===== src/rtl/pipe_ctrl_pkg.sv =====
// Shared types and constants for the pipeline hazard controller.
package pipe_ctrl_pkg;

    typedef enum logic [1:0] {S_RUN, S_FLUSH, S_MEMWAIT} state_t;

    localparam logic [31:0] NOP_INSTR      = 32'h00000013;
    localparam int          DEF_REG_ADDR_W = 5;
    localparam int          FLUSH_CNT_W    = 3;

endpackage


===== src/rtl/pipe_sat_cnt.sv =====
// Saturating up-counter with synchronous clear; clear wins over increment.
module pipe_sat_cnt #(
    parameter int W = 32
) (
    input  logic         clk,
    input  logic         rst,
    input  logic         inc,
    input  logic         clr,
    output logic [W-1:0] count
);

    always_ff @(posedge clk or posedge rst) begin
        if (rst) begin
            count <= '0;
        end else if (clr) begin
            count <= '0;
        end else if (inc && (count != '1)) begin
            count <= count + 1'b1;
        end
    end

endmodule


===== src/rtl/pipe_hazard_ctrl.sv =====
// Stall/flush sequencer for the 5-stage pipeline: load-use, redirect squash,
// fetch wait and data-memory wait, with perf counters and a memory timeout flag.
module pipe_hazard_ctrl
    import pipe_ctrl_pkg::*;
#(
    parameter int          REG_ADDR_W   = DEF_REG_ADDR_W,
    parameter int          FLUSH_CYCLES = 1,
    parameter int unsigned MEM_TIMEOUT  = 255,
    parameter int          CNT_W        = 32
) (
    input  logic                  clk,
    input  logic                  rst,
    input  logic                  imem_valid,
    input  logic                  dmem_busy,
    input  logic [REG_ADDR_W-1:0] id_rs1,
    input  logic [REG_ADDR_W-1:0] id_rs2,
    input  logic                  id_use_rs1,
    input  logic                  id_use_rs2,
    input  logic [REG_ADDR_W-1:0] ex_rd,
    input  logic                  ex_mem_read,
    input  logic                  ex_redirect,
    input  logic                  cnt_clr,
    output logic                  pc_en,
    output logic                  if_id_en,
    output logic                  if_id_flush,
    output logic                  id_ex_en,
    output logic                  id_ex_flush,
    output logic                  ex_mem_en,
    output logic [CNT_W-1:0]      stall_cnt,
    output logic [CNT_W-1:0]      flush_cnt,
    output logic                  mem_timeout
);

    localparam logic [FLUSH_CNT_W-1:0] FlushLoad = FLUSH_CNT_W'(FLUSH_CYCLES);

    state_t                 state_q, state_d;
    logic [FLUSH_CNT_W-1:0] flush_q, flush_d;
    logic [15:0]            wait_q, wait_d;
    logic                   mem_timeout_q, mem_timeout_d;
    logic                   load_use, in_flush, redirect_acc;
    logic [16:0]            wait_inc;

    assign load_use = ex_mem_read && (ex_rd != '0) &&
                      ((id_use_rs1 && (ex_rd == id_rs1)) || (id_use_rs2 && (ex_rd == id_rs2)));

    // A flush interrupted by a memory wait resumes once the wait ends.
    assign in_flush = (state_q == S_FLUSH) || ((state_q == S_MEMWAIT) && (flush_q != '0));

    always_comb begin
        pc_en        = 1'b1;
        if_id_en     = 1'b1;
        if_id_flush  = 1'b0;
        id_ex_en     = 1'b1;
        id_ex_flush  = 1'b0;
        ex_mem_en    = 1'b1;
        state_d      = S_RUN;
        flush_d      = flush_q;
        redirect_acc = 1'b0;

        if (dmem_busy) begin
            pc_en     = 1'b0;
            if_id_en  = 1'b0;
            id_ex_en  = 1'b0;
            ex_mem_en = 1'b0;
            state_d   = S_MEMWAIT;
        end else if (ex_redirect) begin
            if_id_flush  = 1'b1;
            id_ex_flush  = 1'b1;
            redirect_acc = 1'b1;
            flush_d      = FlushLoad;
            state_d      = (FlushLoad == '0) ? S_RUN : S_FLUSH;
        end else if (in_flush) begin
            if_id_flush = 1'b1;
            flush_d     = flush_q - FLUSH_CNT_W'(1);
            state_d     = (flush_d == '0) ? S_RUN : S_FLUSH;
        end else if (load_use) begin
            pc_en       = 1'b0;
            if_id_en    = 1'b0;
            id_ex_flush = 1'b1;
        end else if (!imem_valid) begin
            pc_en       = 1'b0;
            if_id_flush = 1'b1;
        end

        if (rst) begin
            pc_en       = 1'b0;
            if_id_en    = 1'b0;
            if_id_flush = 1'b0;
            id_ex_en    = 1'b0;
            id_ex_flush = 1'b0;
            ex_mem_en   = 1'b0;
        end
    end

    always_comb begin
        wait_inc      = {1'b0, wait_q} + 17'd1;
        wait_d        = '0;
        mem_timeout_d = mem_timeout_q;
        if (dmem_busy) begin
            wait_d = (wait_q == '1) ? wait_q : wait_inc[15:0];
            if (wait_inc >= 17'(MEM_TIMEOUT)) begin
                mem_timeout_d = 1'b1;
            end
        end
        if (cnt_clr) begin
            mem_timeout_d = 1'b0;
        end
    end

    always_ff @(posedge clk or posedge rst) begin
        if (rst) begin
            state_q       <= S_RUN;
            flush_q       <= '0;
            wait_q        <= '0;
            mem_timeout_q <= 1'b0;
        end else begin
            state_q       <= state_d;
            flush_q       <= flush_d;
            wait_q        <= wait_d;
            mem_timeout_q <= mem_timeout_d;
        end
    end

    assign mem_timeout = mem_timeout_q;

    pipe_sat_cnt #(.W(CNT_W)) u_stall_cnt (
        .clk   (clk),
        .rst   (rst),
        .inc   (~pc_en),
        .clr   (cnt_clr),
        .count (stall_cnt)
    );

    pipe_sat_cnt #(.W(CNT_W)) u_flush_cnt (
        .clk   (clk),
        .rst   (rst),
        .inc   (redirect_acc),
        .clr   (cnt_clr),
        .count (flush_cnt)
    );

endmodule


===== config.mk =====
export PLATFORM = sky130hd
export DESIGN_NAME = pipe_hazard_ctrl
export DESIGN_NICKNAME = d
export VERILOG_FILES = /design/src/rtl/pipe_ctrl_pkg.sv /design/src/rtl/pipe_sat_cnt.sv /design/src/rtl/pipe_hazard_ctrl.sv
export SDC_FILE = /design/constraint.sdc
export NUM_CORES = 1
export LEC_CHECK = 0
export CAP_MARGIN = 20
export CORE_ASPECT_RATIO = 1.4
export CORE_MARGIN = 4
export CORE_UTILIZATION = 45
export DETAILED_ROUTE_END_ITERATION = 12
export PLACE_DENSITY = 0.8
export RECOVER_POWER = 50
export SLEW_MARGIN = 20
export SYNTH_ARGS = -nofsm -noshare
export SYNTH_HDL_FRONTEND = slang
export SYNTH_SLANG_ARGS = --single-unit

===== constraint.sdc =====
create_clock -name clk -period 7.87 [get_ports clk]
set_clock_uncertainty 0.15 [all_clocks]
set_input_delay 0.787 -clock clk [delete_from_list [all_inputs] [get_ports clk]]
set_output_delay 0.787 -clock clk [all_outputs]
set_load 0.03 [all_outputs]

==> metrics.yaml <==
drive_gt1_frac: 0.0756
dr_total_vias: 4287
firstDrtPassIters: 4
rr_startpoint: "u_stall_cnt.count[0]$_DFFE_PP0P_"
ir_drop_v: 0.000118
yosys_warnings: 0
synth.area.top_cells: "dfrtp_1 (43%), xnor2_1 (5.7%), nor2_1 (4.5%)"
core_sq_um: 10800
synth_area_leader_cell: "dfrtp_1"
hp-start: "flush_q[0]$_DFFE_PP0P_"
num_antenna_cells: 0
fill_cells: 902
place_area_sq_um: 5990
clk_pin_slew_ns: 0.06
synth_area_per_cell_sq_um: 9.39
grt_pass1_wl_um: 21000
postCtsHoldBufs: 0
rrSetupSlack_ns: 5.08
antenna_found_initial: 0
synth-main-ff-cell: "dfrtp_1"
synthToLayoutAreaGrowth_pct: 27.4
numPortBuffers: 94
crit_arrival_ns: 3.14
maxCapViolCount: 0
initial_core_util: 0.459
multi_input_area_sq_um: 2650
reg2reg_depth: 7
crit_fanout: 4
min_path_type: "reg2reg"
grt_pass1_vias: 4368
cts_root_buf: "clkbuf_16"
fin_area_sq_um: 6320
setup_tns_ns: 0
ys_types: 65
clock_latency_ns: 0.34
numCtsBuffers: 9
drtIter0Drc: 275
ant_nets: 0
fin_ws_ns: 3.79
cp_common_cell: "clkdlybuf4s50_1"
cts_tree: "done"
placementRows: 45
powerDensity_nw_per_um2: 162
synth_seq_cells: 86
critPathLaunchType: "input port"
clockBufferDepth: 2
regArea_sq_um: 2150
critPathSlowestCell: "clkdlybuf4s50_1"
grt_max_degree: 87
fp.dieArea_sq_um: 12800
drc: 0
relSlewSlack: 0.425
cts_resized: 0
synth_seq_area_share: 0.434
reg2reg_to: "u_stall_cnt.count[19]$_DFFE_PP0P_"
fp.dieW_um: 96.7
cts_sinks: 86
grt_use_total: 0.195
synth_edf_count: 0
htree_levels: 3
timing.hold.worst_endpoint: "flush_q[0]$_DFFE_PP0P_"
ios: 95
final_util: 0.584
pre_cts_slack_ns: 3.79
viasPerCell: 5.62
syn_nets: 559
wl_per_cell_um: 16.0
synth_cells: 528
slew_viol_final: 0
leakagePower_nw: 2.59
rsz0062_at_grt: "false"
worst_pin_slew_ns: 0.859
finalCritPeriodShare: 0.518
crit_path_end_kind: "primary output"
globalRouteOverflowTotal: 0
final_nets: 648
die_y_um: 132
min_delay_path_depth: 1
synth_area_sq_um: 4960
path_class: "in2out"
outcome: "finished, final reports clean"
postCtsSetupRepairBufs: 0
worstPathRequired_ns: 6.93
crit_path_max_incr_delay_ns: 0.74
place_congestion: 0.869
final_hold_viol_count: 0
setup_viol_count_final: 0
crit_path_cell_trace: "clkdlybuf4s50_1 > or4_1 > o21ai_1 > inv_1 > and3_4 > nor2_1 > clkdlybuf4s50_1"
clock.fmax_mhz: 245
place_hpwl_um: 8580
synthArstFlopShare: 1.00
wl_um: 12200
yosysTopAreaCellShare: 0.434
min_period_ns: 4.08
[sequential cells by signal (all words and copies together) (netlist names)]
name               count
flush_q                3
mem_timeout            1
state_q                2
u_flush_cnt.count     32
u_stall_cnt.count     32
wait_q                16
[per-layer routing]
layer / track usage / share of wire / vias to the layer above
met2: 0.342 / 0.52 / 93
met1: 0.241 / 0.42 / 2117
met5: 0 / 0 / -
li1: - / - / 2058
met4: 0.0578 / 0.017 / 0
met3: 0.0413 / 0.039 / 19
[stage by stage]
| step | instances | hold slack, ns | total power (W) |
|---|---|---|---|
| after floorplan | 528 | 0.299 | 0.000536 |
| after CTS | 763 | 0.361 | 0.00103 |
| after global routing | 763 | 0.396 | 0.00106 |
| after detailed placement | 747 | 0.352 | 0.000573 |
| after global placement | 747 | 0.311 | 0.000567 |
| final | 763 | 0.359 | 0.00102 |
[layout make-up]
| class | count | area share |
|---|---|---|
| multi-input combinational | 407 | 0.419 |
| tap | 141 | 0.0279 |
| sequential | 86 | 0.341 |
| timing repair buffer | 96 | 0.151 |
| clock inverter | 7 | 0.0154 |
| inverter | 17 | 0.0103 |
| clock buffer | 9 | 0.0357 |
[where the power goes]
group / total [W] / internal (W) / switching, W
clock: 0.000458 / 0.000279 / 0.000179
sequential: 0.000462 / 0.000452 / 0.0000103
combinational: 0.000101 / 0.0000419 / 0.0000593
total: 0.00102 / 0.000772 / 0.000249
[cells in the final DEF (no fill, tap or decap), types with 6 or more instances in the layout]
cell type / count
ha_1: 7
a21boi_0: 12
inv_1: 16
dfrtp_1: 86
or3_1: 9
clkbuf_16: 9
nor2b_1: 6
and3_1: 17
nand4_1: 23
and2_1: 10
nor3_1: 6
nand2b_1: 6
xor2_1: 24
o21ai_0: 14
nand2_1: 38
or4_1: 11
dlygate4sd3_1: 31
o31ai_1: 11
xnor2_1: 32
clkdlybuf4s50_1: 62
a21oi_1: 28
nand3_1: 28
nor2_1: 60
[synth_stat cells, types with 3 or more instances]
master and count:
nand4_1 23, o21ai_0 14, nor4_1 4, a31oi_1 3
mux2i_1 4, and3_1 17, a21boi_0 12, nand3_1 28
xor2_1 24, or3_1 9, and4_1 5, nand3_2 3
nor2_1 60, ha_1 7, dfrtp_1 86, nand2b_1 6
o31ai_1 11, inv_1 17, a21oi_1 28, buf_6 3
or4_1 11, nor3_2 3, nor3_1 6, nand2_1 38
clkbuf_1 12, nor2b_1 6, xnor2_1 32, and2_1 11
[logic make-up (layout without fill, tap and decap cells)]
logic type                 Yosys count  after routing  synth area share
AOI/OAI and AO/OA                   94             94             0.129
xor gates and xnor gates            56             56            0.0989
adders and majority gates            7              7            0.0177
buffers and inverters               35            129            0.0323
DFF                                 86             86             0.434
muxes                                8              8            0.0187
and+or+nand+nor                    242            242             0.269
[worst max path at each step]
stage	startpoint	endpoint	slack, ns	depth (start not counted)
after floorplan	ex_rd[1]	if_id_en	4.61	5
after global placement	ex_rd[1]	if_id_flush	3.84	8
after detailed placement	ex_rd[1]	if_id_flush	3.79	8
after CTS	ex_rd[1]	if_id_flush	3.78	8
after global routing	ex_rd[1]	if_id_flush	3.64	8
final	ex_rd[1]	pc_en	3.79	7
[worst max-delay path: cells and delay by family]
kind | cells | cell delay (ns)
buffers and inverters | 3 | 1.30
and+or+nand+nor | 3 | 0.91
AOI/OAI and AO/OA | 1 | 0.14
Power figures use the tool's default switching activity.
